$ cat config.mk
export PLATFORM = sky130hd
export DESIGN_NAME = io_bridge
export DESIGN_NICKNAME = d
export VERILOG_FILES = /design/src/rtl/io_bridge_pkg.sv /design/src/rtl/io_addr_decode.sv /design/src/rtl/io_bridge.sv
export SDC_FILE = /design/constraint.sdc
export NUM_CORES = 1
export LEC_CHECK = 0
export ABC_AREA = 1
export BUFFER_PORTS_ARGS = -buffer_cell sky130_fd_sc_hd__buf_2
export CAP_MARGIN = 20
export CORE_MARGIN = 2
export CORE_UTILIZATION = 51
export DETAILED_ROUTE_END_ITERATION = 16
export PLACE_DENSITY = 0.84
export SLEW_MARGIN = 10
export SYNTH_ARGS = -nofsm -noshare
export SYNTH_HDL_FRONTEND = slang
export SYNTH_SLANG_ARGS = --single-unit
$ cat constraint.sdc
create_clock -name clk -period 2.8 [get_ports clk]
set_input_delay 0.56 -clock clk [delete_from_list [all_inputs] [get_ports clk]]
set_output_delay 0.56 -clock clk [all_outputs]
set_load 0.01 [all_outputs]
$ cat src/rtl/io_bridge_pkg.sv
// Shared types and constants for the CPU-to-IO bridge.
// Holds the bridge FSM state type, the field widths and the device numbers
// the IO logic decodes from dev_sel.
package io_bridge_pkg;

    localparam int unsigned ADDR_W = 7;
    localparam int unsigned DATA_W = 16;
    localparam int unsigned WIN_W  = 2;
    localparam int unsigned DEV_W  = 3;
    localparam int unsigned REG_W  = 2;
    localparam int unsigned CNT_W  = 4;

    localparam logic [DEV_W-1:0] DEV_LED = DEV_W'(0);
    localparam logic [DEV_W-1:0] DEV_SW  = DEV_W'(1);
    localparam logic [DEV_W-1:0] DEV_BTN = DEV_W'(2);

    typedef enum logic [2:0] {
        IDLE,
        SETUP,
        ACCESS,
        ACK,
        RELEASE
    } state_t;

endpackage

$ cat src/rtl/io_addr_decode.sv
// Combinational decode of a CPU address into the IO window hit, device
// select, register select and whether that device is implemented.
// Ports:
//   addr      - CPU address
//   in_window - addr[6:5] matches IO_WIN
//   dev_sel   - addr[4:2]
//   reg_sel   - addr[1:0]
//   dev_valid - dev_sel names an implemented device (< NUM_DEV)
module io_addr_decode
    import io_bridge_pkg::*;
#(
    parameter logic [WIN_W-1:0] IO_WIN  = 2'b11,
    parameter int unsigned      NUM_DEV = 3
) (
    input  logic [ADDR_W-1:0] addr,
    output logic              in_window,
    output logic [DEV_W-1:0]  dev_sel,
    output logic [REG_W-1:0]  reg_sel,
    output logic              dev_valid
);

    assign in_window = (addr[ADDR_W-1 -: WIN_W] == IO_WIN);
    assign dev_sel   = addr[REG_W +: DEV_W];
    assign reg_sel   = addr[REG_W-1:0];
    assign dev_valid = (32'(dev_sel) < NUM_DEV);

endmodule

$ cat src/rtl/io_bridge.sv
// CPU-to-IO bridge: turns a held CPU read/write request inside the IO
// address window into a SETUP / ACCESS / ACK sequence toward the IO logic,
// then waits for the request to drop before accepting another
// (four-phase handshake).
// Ports:
//   clk, reset            - clock, synchronous active-low reset
//   cpu_addr, cpu_wdata   - CPU address / write data (latched in IDLE)
//   cpu_rd, cpu_wr        - request levels held until cpu_ack
//   cpu_rdata             - read data, updated only when a read completes
//   cpu_ack, cpu_err      - one-cycle completion pulse and its error flag
//   dev_sel, reg_sel      - latched device / register select
//   we, data_in           - one-cycle write strobe and latched write data
//   data_out              - read data from the IO logic
// Build option: IO_BRIDGE_ERR_EN makes accesses to unimplemented devices
// complete straight from SETUP with cpu_err=1; otherwise cpu_err stays 0.
module io_bridge
    import io_bridge_pkg::*;
#(
    parameter logic [WIN_W-1:0] IO_WIN      = 2'b11,
    parameter int unsigned      WAIT_CYCLES = 1,
    parameter int unsigned      NUM_DEV     = 3
) (
    input  logic              clk,
    input  logic              reset,
    input  logic [ADDR_W-1:0] cpu_addr,
    input  logic [DATA_W-1:0] cpu_wdata,
    input  logic              cpu_rd,
    input  logic              cpu_wr,
    output logic [DATA_W-1:0] cpu_rdata,
    output logic              cpu_ack,
    output logic              cpu_err,
    output logic [DEV_W-1:0]  dev_sel,
    output logic [REG_W-1:0]  reg_sel,
    output logic              we,
    output logic [DATA_W-1:0] data_in,
    input  logic [DATA_W-1:0] data_out
);

`ifdef IO_BRIDGE_ERR_EN
    localparam bit ERR_EN = 1'b1;
`else
    localparam bit ERR_EN = 1'b0;
`endif

    localparam logic [CNT_W-1:0] LAST_CNT = CNT_W'(WAIT_CYCLES - 1);

    logic              dec_in_window;
    logic [DEV_W-1:0]  dec_dev;
    logic [REG_W-1:0]  dec_reg;
    logic              dec_valid;

    state_t            state_q, state_d;
    logic [CNT_W-1:0]  cnt_q, cnt_d;
    logic [DATA_W-1:0] rdata_q, rdata_d;
    logic              ack_q, ack_d;
    logic              err_q, err_d;
    logic [DEV_W-1:0]  dev_q, dev_d;
    logic [REG_W-1:0]  reg_q, reg_d;
    logic              we_q, we_d;
    logic [DATA_W-1:0] din_q, din_d;
    logic              wr_q, wr_d;
    logic              bad_q, bad_d;

    io_addr_decode #(
        .IO_WIN  (IO_WIN),
        .NUM_DEV (NUM_DEV)
    ) u_decode (
        .addr      (cpu_addr),
        .in_window (dec_in_window),
        .dev_sel   (dec_dev),
        .reg_sel   (dec_reg),
        .dev_valid (dec_valid)
    );

    // State and all registered outputs
    always_ff @(posedge clk) begin
        if (!reset) begin
            state_q <= IDLE;
            cnt_q   <= '0;
            rdata_q <= '0;
            ack_q   <= 1'b0;
            err_q   <= 1'b0;
            dev_q   <= '0;
            reg_q   <= '0;
            we_q    <= 1'b0;
            din_q   <= '0;
            wr_q    <= 1'b0;
            bad_q   <= 1'b0;
        end else begin
            state_q <= state_d;
            cnt_q   <= cnt_d;
            rdata_q <= rdata_d;
            ack_q   <= ack_d;
            err_q   <= err_d;
            dev_q   <= dev_d;
            reg_q   <= reg_d;
            we_q    <= we_d;
            din_q   <= din_d;
            wr_q    <= wr_d;
            bad_q   <= bad_d;
        end
    end

    // Next state and next values of the registered outputs
    always_comb begin
        state_d = state_q;
        cnt_d   = cnt_q;
        rdata_d = rdata_q;
        ack_d   = 1'b0;
        err_d   = 1'b0;
        dev_d   = dev_q;
        reg_d   = reg_q;
        we_d    = 1'b0;
        din_d   = din_q;
        wr_d    = wr_q;
        bad_d   = bad_q;

        case (state_q)
            IDLE: begin
                if ((cpu_rd || cpu_wr) && dec_in_window) begin
                    dev_d   = dec_dev;
                    reg_d   = dec_reg;
                    din_d   = cpu_wdata;
                    wr_d    = cpu_wr;      // write wins when both are set
                    bad_d   = ERR_EN && !dec_valid;
                    state_d = SETUP;
                end
            end
            SETUP: begin
                cnt_d = '0;
                if (bad_q) begin
                    state_d = ACK;
                    ack_d   = 1'b1;
                    err_d   = 1'b1;
                end else begin
                    state_d = ACCESS;
                    we_d    = wr_q;        // strobe covers the first ACCESS cycle only
                end
            end
            ACCESS: begin
                if (cnt_q == LAST_CNT) begin
                    state_d = ACK;
                    ack_d   = 1'b1;
                    if (!wr_q) begin
                        rdata_d = data_out;
                    end
                end else begin
                    cnt_d = cnt_q + CNT_W'(1);
                end
            end
            ACK: begin
                state_d = RELEASE;
            end
            RELEASE: begin
                if (!cpu_rd && !cpu_wr) begin
                    state_d = IDLE;
                end
            end
            default: begin
                state_d = IDLE;
            end
        endcase
    end

    assign cpu_rdata = rdata_q;
    assign cpu_ack   = ack_q;
    assign cpu_err   = err_q;
    assign dev_sel   = dev_q;
    assign reg_sel   = reg_q;
    assign we        = we_q;
    assign data_in   = din_q;

endmodule

==> reports/metrics.cfg, run 1 <==
[run_status]
status = completed

[final_layout]
final_core_util = 0.640
fin_nets = 428
area_growth_pct = 21.9
diodes = 0
drive_gt1_frac = 0.242

[yosys]
synth_cells = 306
ys_ff_latch = 47
yosysUniqueCellTypes = 20
ys_warn_count = 0
syn_area_sq_um = 2070
synth-seq-area-share = 0.454
syn_area_per_cell_sq_um = 6.77
syn-num-nets = 351

[global_routing]
grt-ovfl-total = 0
grt_pass1_vias = 1472
grt_first_pass_wirelength_mm = 6.05
grt_max_degree = 45
antenna_found_initial = 0
grt_usage = 0.177

[min_path]
hp-class = flop to flop
hold_path_depth = 2

[power_and_ir_drop]
p_per_area_nw_per_um2 = 610
p_total_mw = 1.54
p_leak_nw = 1.41
vdd_drop_max_mv = 0.343

[worst_setup_path]
end_kind = flop
start_kind = flop
rr_startpoint = cnt_q[0]
crit_path_frequent_cell = nand2_1
worst_path_max_delay_cell = nor2_4
crit_type = flop to flop
reg2reg_depth = 7
rrSetupSlack_ns = 1.15
max_stage_delay_ns = 0.52
crit_path_max_fanout = 32
cp.required_ns = 2.99
crit_end = cpu_rdata[15]
crit_chain = inv_1, ha_1, nand4_1, nor2_4, nand2_1, nand2_1, nor2_1
critPathArrivalTime_ns = 1.84
critPathLaunch = cnt_q[0]
r2r-end = cpu_rdata[15]

[clock_tree]
htreeDepth = 2
clk_pin_slew_ns = 0.08
clockRootBuffer = clkbuf_8
postCtsHoldBufs = 0
clock_latency_ns = 0.29
postCtsSetupBuffers = 0
clock-sinks = 47
cts-resized-gates = 0
cts_buffers = 5
clockBufferDepth = 2
tritoncts = built

[sta]
rsz0062_at_grt = no
finClkSkew_ns = 0.00730
period_share = 0.588
hold_violations = 0
fmax_ghz = 0.608
period_needed_ns = 1.65
slew_headroom = 0.577
max_slew.worst_pin.slew_ns = 0.633
setup_viol = 0
drv_slew = 0
finalSetupTns_ns = 0

[die]
dieArea_sq_um = 4590
die_w_um = 67.7
rows = 23
initial_core_util = 0.526
pin_count = 83
coreArea_sq_um = 3940
die_h_um = 67.7

[placed_design]
port_buffers = 81
dp_hpwl_mm = 2.81
place.gp.congestion = 0.794

[detailed_routing]
vias = 1867
dr.pass1.iters = 4
drt-wirelength-per-cell_um = 9.06
post_drt_via_cell_ratio = 4.30
drc = 0
drt_wl_total_mm = 3.93
drtIter0Drc = 124
antenna_left = 0

[job]
drv_cap = 0

-- cells by family after synthesis --
family,after synthesis,share of synthesized area
AO/OA/AOI/OAI,6,0.0145
flip-flops,47,0.454
other,1,0.00181
adder cells (fa/ha/maj),2,0.0121
AND/OR/NAND/NOR,188,0.374
XOR/XNOR,1,0.00423
buffers and inverters,61,0.139
-- sequential cells by signal, summed over array words and instances, names as in the netlist --
register / flops
cnt_q: 4
cpu_ack: 1
cpu_rdata: 16
data_in: 16
dev_sel: 3
reg_sel: 2
state_q: 3
we: 1
wr_q: 1
-- worst min-delay path by stage --
stage	to	startpoint	slack, ns
2_1_floorplan	we	wr_q	0.44
3_3_place_gp	cpu_rdata[9]	cpu_rdata[9]	0.46
3_5_place_dp	cpu_rdata[9]	cpu_rdata[9]	0.47
4_1_cts	dev_sel[0]	dev_sel[0]	0.49
5_1_grt	cpu_rdata[13]	cpu_rdata[13]	0.51
6_report	cpu_rdata[9]	cpu_rdata[9]	0.48
-- layer usage --
| layer | track usage | vias up | share of wire |
|---|---|---|---|
| met3 | 0.0383 | 8 | 0.066 |
| met4 | 0.105 | 0 | 0.022 |
| li1 | - | 1040 | - |
| met1 | 0.199 | 768 | 0.45 |
| met5 | 0 | - | 0 |
| met2 | 0.306 | 51 | 0.46 |
-- report_power, final --
group	switching [mW]	internal, mW
Sequential	0.0429	0.744
Clock	0.208	0.175
Combinational	0.220	0.151
-- final cells by class --
class / instances / area [sq um]
Fill cell: 349 / 1420
Sequential cell: 47 / 941
Multi-Input combinational cell: 198 / 843
Timing Repair Buffer: 82 / 413
Inverter: 49 / 184
Clock buffer: 7 / 76.3
Tap cell: 50 / 62.6
Clock inverter: 1 / 5.00
-- cells in the mapped netlist --
cell | instances | area (sq um)
a21oi_1 | 6 | 30.0
buf_1 | 1 | 3.75
buf_2 | 2 | 10.0
buf_4 | 1 | 7.51
buf_6 | 7 | 78.8
clkbuf_1 | 1 | 3.75
clkinv_1 | 1 | 3.75
conb_1 | 1 | 3.75
dfxtp_1 | 47 | 941
ha_1 | 2 | 25.0
inv_1 | 48 | 180
nand2_1 | 85 | 319
nand2_4 | 2 | 22.5
nand3_1 | 11 | 55.1
nand4_1 | 3 | 18.8
nor2_1 | 82 | 308
nor2_4 | 2 | 22.5
nor2_8 | 1 | 20.0
nor3_1 | 2 | 10.0
xnor2_1 | 1 | 8.76
-- through the flow --
step / hold slack [ns] / std cells / cell area, sq um / worst slack (ns)
after floorplan: 0.439 / 306 / 2070 / 1.42
after global placement: 0.457 / 426 / 2440 / 1.11
after detailed placement: 0.468 / 426 / 2440 / 1.06
after CTS: 0.486 / 434 / 2520 / 1.15
after global routing: 0.506 / 434 / 2520 / 0.994
final: 0.480 / 434 / 2520 / 1.15
-- critical path: cells and delay by family, from the launching register on --
| family | cells | cell delay (ns) |
|---|---|---|
| AND/OR/NAND/NOR | 5 | 0.93 |
| buffers and inverters | 1 | 0.08 |
| flip-flops | 1 | 0.36 |
| adder cells (fa/ha/maj) | 1 | 0.16 |
-- cell usage in the layout (no fill, tap or decap) --
cell type | synthesis | final
a21oi_1 | 6 | 6
buf_2 | 2 | 81
buf_4 | 1 | 1
clkbuf_1 | 1 | 2
clkbuf_8 | 0 | 5
clkinv_1 | 1 | 1
clkinv_2 | 0 | 1
conb_1 | 1 | 1
dfxtp_1 | 47 | 47
ha_1 | 2 | 2
inv_1 | 48 | 48
nand2_1 | 85 | 85
nand2_4 | 2 | 2
nand3_1 | 11 | 11
nand4_1 | 3 | 3
nor2_1 | 82 | 82
nor2_4 | 2 | 2
nor2_8 | 1 | 1
nor3_1 | 2 | 2
xnor2_1 | 1 | 1
Note: power is estimated with default switching activity, not from simulation.
==> run 2: changes to the inputs <==
Settings changed: CORE_UTILIZATION 51 to 48, PLACE_DENSITY 0.84 to 0.79.
Clock period 2.8 ns to 1.65 ns, I/O delays scaled along.
==> reports/metrics.cfg, run 2 (synthesized netlist as in run 1, its figures left out) <==
[sta]
fin_hold_ws_ns = 0.321  ; was 0.480 ns
drv_slew = 0  ; unchanged
rsz0062_at_grt = no  ; unchanged
period_needed_ns = 1.36  ; was 1.65 ns
finClkSkew_ns = 0.00710  ; was 0.00730 ns
hold_violations = 0  ; unchanged
fmax_ghz = 0.737  ; was 0.608 GHz
period_share = 0.822  ; was 0.588
finalSetupTns_ns = 0  ; unchanged
setup_viol = 0  ; unchanged

[worst_setup_path]
critPathArrivalTime_ns = 1.58  ; was 1.84 ns
end_kind = flop  ; unchanged
crit_path_max_fanout = 6  ; was 32
crit_path_frequent_cell = nand2_1  ; unchanged
cp.required_ns = 1.87  ; was 2.99 ns
rr_startpoint = cnt_q[0]  ; unchanged
critPathLaunch = cnt_q[0]  ; unchanged
r2r-end = cnt_q[2]  ; was cpu_rdata[15]
reg2reg_depth = 7  ; unchanged
rrSetupSlack_ns = 0.29  ; was 1.15 ns
worst_path_max_delay_cell = dfxtp_1  ; was nor2_4
max_stage_delay_ns = 0.42  ; was 0.52 ns
crit_chain = inv_1, ha_1, nand3_1, nand2_1, nand2_1, nand2_1, a21oi_1  ; was inv_1, ha_1, nand4_1, nor2_4, nand2_1, nand2_1, nor2_1
crit_type = flop to flop  ; unchanged
start_kind = flop  ; unchanged

[power_and_ir_drop]
p_total_mw = 2.79  ; was 1.54 mW
seqPwrFrac = 0.478  ; was 0.511
p_leak_nw = 1.44  ; was 1.41 nW
clockPowerShare = 0.284  ; was 0.249
power_switching_mw = 0.802  ; was 0.471 mW
p_sw_frac = 0.288  ; was 0.305
p_per_area_nw_per_um2 = 1080  ; was 610 nW/um^2
vdd_drop_max_mv = 0.489  ; was 0.343 mV
p_int_mw = 1.99  ; was 1.07 mW
comb_power_share = 0.237  ; was 0.241

[final_layout]
drive_gt1_frac = 0.247  ; was 0.242
final_cells = 435  ; was 434
diodes = 0  ; unchanged
area_growth_pct = 24.8  ; was 21.9%
final_design_area_no_fill_sq_um = 2590  ; was 2520 sq um
final_common_cell = nand2_1  ; unchanged
fin_nets = 430  ; was 428
layout_common_cells = 85 x nand2_1, 82 x nor2_1, 81 x buf_2  ; unchanged

[clock_tree]
postCtsSetupBuffers = 0  ; unchanged
clockRootBuffer = clkbuf_8  ; unchanged
postCtsHoldBufs = 0  ; unchanged
tritoncts = built  ; unchanged
clockBufferDepth = 2  ; unchanged
htreeDepth = 2  ; unchanged
clk_pin_slew_ns = 0.08  ; about the same
clock_latency_ns = 0.29  ; about the same
clock-sinks = 47  ; unchanged
cts_buffers = 5  ; unchanged
cts-resized-gates = 0  ; unchanged

[die]
die_h_um = 69.7  ; was 67.7 um
coreArea_sq_um = 4090  ; was 3940 sq um
dieArea_sq_um = 4860  ; was 4590 sq um
rows = 23  ; unchanged
die_w_um = 69.7  ; was 67.7 um
pin_count = 83  ; unchanged
initial_core_util = 0.507  ; was 0.526

[detailed_routing]
drc = 0  ; unchanged
post_drt_via_cell_ratio = 4.37  ; was 4.30
vias = 1901  ; was 1867
drt_wl_total_mm = 3.96  ; was 3.93 mm
antenna_left = 0  ; unchanged
dr.pass1.iters = 4  ; unchanged
drtIter0Drc = 89  ; was 124
drt-wirelength-per-cell_um = 9.10  ; was 9.06 um

[global_routing]
grt_pass1_vias = 1575  ; was 1472
antenna_found_initial = 0  ; unchanged
grt_first_pass_wirelength_mm = 6.76  ; was 6.05 mm
grt_usage = 0.169  ; was 0.177
grt_max_degree = 45  ; unchanged
grt-ovfl-total = 0  ; unchanged

[min_path]
worstHoldEndpoint = dev_sel[0]  ; was cpu_rdata[9]
hold_path_depth = 5  ; was 2
hold_start = cpu_addr[2]  ; was cpu_rdata[9]
hp-class = primary input to flop  ; was flop to flop

[job]
drv_cap = 0  ; unchanged

[placed_design]
place_inst = 428  ; was 426
port_buffers = 81  ; unchanged
dp_hpwl_mm = 2.90  ; was 2.81 mm
placed_cell_area_sq_um = 2480  ; was 2440 sq um
place.gp.congestion = 0.789  ; was 0.794

[run_status]
status = completed  ; unchanged

run 2: cell count changes in the layout (fill, tap and decap cells not counted):
cell	change
bufinv_16	+1
buf_12	+2
clkinv_2	-1
clkbuf_1	-1
run 2: cell type report:
cell class,count,area [sq um]
Fill cell,386,1500
Sequential cell,47,941
Multi-Input combinational cell,198,843
Timing Repair Buffer,84,453
Inverter,49,184
Clock buffer,6,72.6
Tap cell,50,62.6
Clock inverter,1,30.0
run 2: how the worst max path moves through the flow:
stage,to,slack [ns],depth (start not counted)
floorplan,cpu_rdata[2],0.43,8
global placement,cnt_q[1],0.33,7
detailed placement,data_in[1],0.29,9
CTS,cnt_q[0],0.30,7
global route,cnt_q[2],0.16,7
finish,cnt_q[2],0.29,7
run 2: power groups by stage:
stage	combinational [mW]	clock, mW	sequential, mW
floorplan	0.409	0	1.42
global placement	0.654	0	1.36
detailed placement	0.670	0	1.36
CTS	0.671	0.825	1.33
global route	0.750	0.864	1.35
finish	0.662	0.793	1.33
run 2: metal layers:
metal  track usage  wire length [um]  vias up
met5             0                 0        -
met3        0.0494               255        4
li1              -                 -     1041
met1         0.211              1760      801
met2         0.278              1890       55
met4        0.0577                53        0
run 2: worst max-delay path, delay by kind of cell (launching register included):
kind | cells | cell delay, ns
simple gates | 4 | 0.48
buf+inv | 1 | 0.07
flops | 1 | 0.42
fa+ha+maj | 1 | 0.21
compound gates | 1 | 0.12
run 2: stage by stage:
stage	worst slack, ns	util
after floorplan	0.434	-
after CTS	0.300	0.633
after global placement	0.328	0.608
after global routing	0.159	0.633
final	0.293	0.633
after detailed placement	0.293	0.608
==> run 3: changes to the inputs <==
Settings changed: CORE_UTILIZATION 48 to 43, PLACE_DENSITY 0.79 to 0.75.
Clock period 1.65 ns to 1.1 ns, I/O delays scaled along.
==> reports/metrics.cfg, run 3 (synthesized netlist as in run 1, its figures left out) <==
[detailed_routing]
route.met2.wl_mm = 2.36  ; was 1.89 mm
vias = 2083  ; was 1901
dr.pass1.iters = 4  ; unchanged
wl_met1_mm = 2.11  ; was 1.76 mm
drc = 0  ; unchanged
top_layer = met4  ; unchanged
drt_wl_total_mm = 4.77  ; was 3.96 mm
drt-wirelength-per-cell_um = 10.3  ; was 9.10 um
wl_met3_um = 244  ; was 255 um
post_drt_via_cell_ratio = 4.48  ; was 4.37
drtIter0Drc = 89  ; unchanged
antenna_left = 0  ; unchanged

[clock_tree]
cts_buffers = 5  ; unchanged
htreeDepth = 2  ; unchanged
postCtsHoldBufs = 0  ; unchanged
tritoncts = built  ; unchanged
clk_pin_slew_ns = 0.09  ; was 0.08 ns
clock-sinks = 47  ; unchanged
clock_latency_ns = 0.30  ; was 0.29 ns
clockBufferDepth = 2  ; unchanged
clockRootBuffer = clkbuf_8  ; unchanged

[worst_setup_path]
critPathArrivalTime_ns = 1.47  ; was 1.58 ns
rrSetupSlack_ns = -0.17  ; was 0.29 ns
r2r-end = cpu_rdata[13]  ; was cnt_q[2]
crit_path_max_fanout = 16  ; was 6
cp.buffers_inverters = 2  ; was 1
crit_chain = nor2_4, buf_6, nand2_4, nor2_4, buf_12, nand2_1, nand2_1, nor2_1  ; was inv_1, ha_1, nand3_1, nand2_1, nand2_1, nand2_1, a21oi_1
cp.required_ns = 1.30  ; was 1.87 ns
rr_startpoint = state_q[2]  ; was cnt_q[0]
crit_type = flop to flop  ; unchanged
critPathTopFamily = simple AND/OR/NAND/NOR gates  ; unchanged
end_kind = flop  ; unchanged
reg2reg_depth = 8  ; was 7
max_stage_delay_ns = 0.37  ; was 0.42 ns
worst_path_max_delay_cell = dfxtp_4  ; was dfxtp_1
start_kind = flop  ; unchanged

[sta]
fmax_ghz = 0.790  ; was 0.737 GHz
period_needed_ns = 1.27  ; was 1.36 ns
period_share = 1.15  ; was 0.822
hold_violations = 0  ; unchanged
finalSetupTns_ns = -5.17  ; was 0 ns
rsz0062_at_grt = yes  ; was no
drv_slew = 0  ; unchanged
setup_ws_ns = -0.166  ; was 0.293 ns
finClkSkew_ns = 0.00422  ; was 0.00710 ns
setup_viol = 42  ; was 0

[die]
die_w_um = 73.4  ; was 69.7 um
dieArea_sq_um = 5390  ; was 4860 sq um
initial_core_util = 0.442  ; was 0.507
rows = 25  ; was 23
die_h_um = 73.4  ; was 69.7 um
coreArea_sq_um = 4690  ; was 4090 sq um
pin_count = 83  ; unchanged

[min_path]
hold_start = data_out[10]  ; was cpu_addr[2]
hp-class = primary input to flop  ; unchanged
worstHoldEndpoint = cpu_rdata[10]  ; was dev_sel[0]
hold_path_depth = 5  ; unchanged

[run_status]
status = finished with violations  ; was completed
failed_checks = negative setup slack

[global_routing]
grt_pass1_vias = 1727  ; was 1575
antenna_found_initial = 0  ; unchanged
grt_max_degree = 39  ; was 45
grt_first_pass_wirelength_mm = 7.40  ; was 6.76 mm
grt_usage = 0.174  ; was 0.169
grt-ovfl-total = 0  ; unchanged

[placed_design]
dp_hpwl_mm = 3.05  ; was 2.90 mm
place_inst = 448  ; was 428
port_buffers = 81  ; unchanged
place.gp.congestion = 0.776  ; was 0.789
place_ws_ns = -0.147  ; was 0.293 ns

[power_and_ir_drop]
p_total_mw = 4.82  ; was 2.79 mW
vdd_drop_max_mv = 0.814  ; was 0.489 mV
p_leak_nw = 1.68  ; was 1.44 nW
p_per_area_nw_per_um2 = 1580  ; was 1080 nW/um^2

[final_layout]
area_growth_pct = 47.5  ; was 24.8%
fin_nets = 455  ; was 430
diodes = 0  ; unchanged
final_core_util = 0.651  ; was 0.633
drive_gt1_frac = 0.406  ; was 0.247
final_common_cell = buf_2  ; was nand2_1
layout_common_cells = 81 x buf_2, 79 x nor2_1, 60 x nand2_1  ; was 85 x nand2_1, 82 x nor2_1, 81 x buf_2
n_fill_cell = 429  ; was 386
final_cells = 465  ; was 435

[job]
drv_cap = 0  ; unchanged

run 3: cell count changes in the layout (fill, tap and decap cells not counted), moves of 4 or more:
cell / previous run / this run
buf_4: 1 / 17
buf_6: 0 / 5
dfxtp_1: 47 / 42
dfxtp_2: 0 / 4
inv_1: 48 / 44
nand2_1: 85 / 60
nand2_2: 0 / 19
nand2_4: 2 / 8
run 3: tightest hold or removal path: cells and delay by family:
kind	cells	cell delay [ns]
buffers and inverters	2	0.13
and+or+nand+nor	3	0.12
run 3: worst max-delay path by stage:
| stage | slack [ns] | endpoint | depth (start not counted) | startpoint |
|---|---|---|---|---|
| 2_1_floorplan | -0.08 | cpu_rdata[2] | 8 | cnt_q[1] |
| 3_3_place_gp | -0.10 | dev_sel[1] | 9 | cpu_wr |
| 3_5_place_dp | -0.15 | dev_sel[2] | 9 | cpu_wr |
| 4_1_cts | -0.14 | cpu_rdata[13] | 8 | cnt_q[1] |
| 5_1_grt | -0.27 | cpu_rdata[13] | 8 | state_q[2] |
| 6_report | -0.17 | cpu_rdata[13] | 8 | state_q[2] |
run 3: layout make-up:
| cell class | instances | area [sq um] | share of cell area |
|---|---|---|---|
| Multi-Input combinational cell | 198 | 990 | 0.324 |
| Sequential cell | 47 | 950 | 0.311 |
| Timing Repair Buffer | 109 | 727 | 0.238 |
| Inverter | 49 | 186 | 0.0610 |
| Clock buffer | 5 | 68.8 | 0.0225 |
| Clock inverter | 3 | 67.6 | 0.0221 |
| Tap cell | 54 | 67.6 | 0.0221 |
run 3: layer usage:
| metal | vias up | track usage |
|---|---|---|
| li1 | 1099 | - |
| met5 | - | 0 |
| met3 | 5 | 0.0439 |
| met1 | 924 | 0.221 |
| met4 | 0 | 0.0646 |
| met2 | 55 | 0.284 |
run 3: stage by stage:
stage	cell area [sq um]	hold slack, ns
finish	3060	0.207
floorplan	2090	0.413
global placement	2640	0.454
detailed placement	2640	0.463
CTS	2890	0.200
global route	3060	0.225
run 3: power by group:
group	total, mW	internal [mW]	switching (mW)
Clock	1.49	0.906	0.587
Sequential	2.01	1.90	0.109
Combinational	1.32	0.619	0.698
run 3: repair_timing:
action                                  in CTS  in global routing
endpoints found under the setup margin      40                 44
hold endpoints to repair                     0                  0
gates resized for setup                     22                 33
pin swaps                                    4                  7
setup buffers                                3                  2
gates cloned                                 2                  2
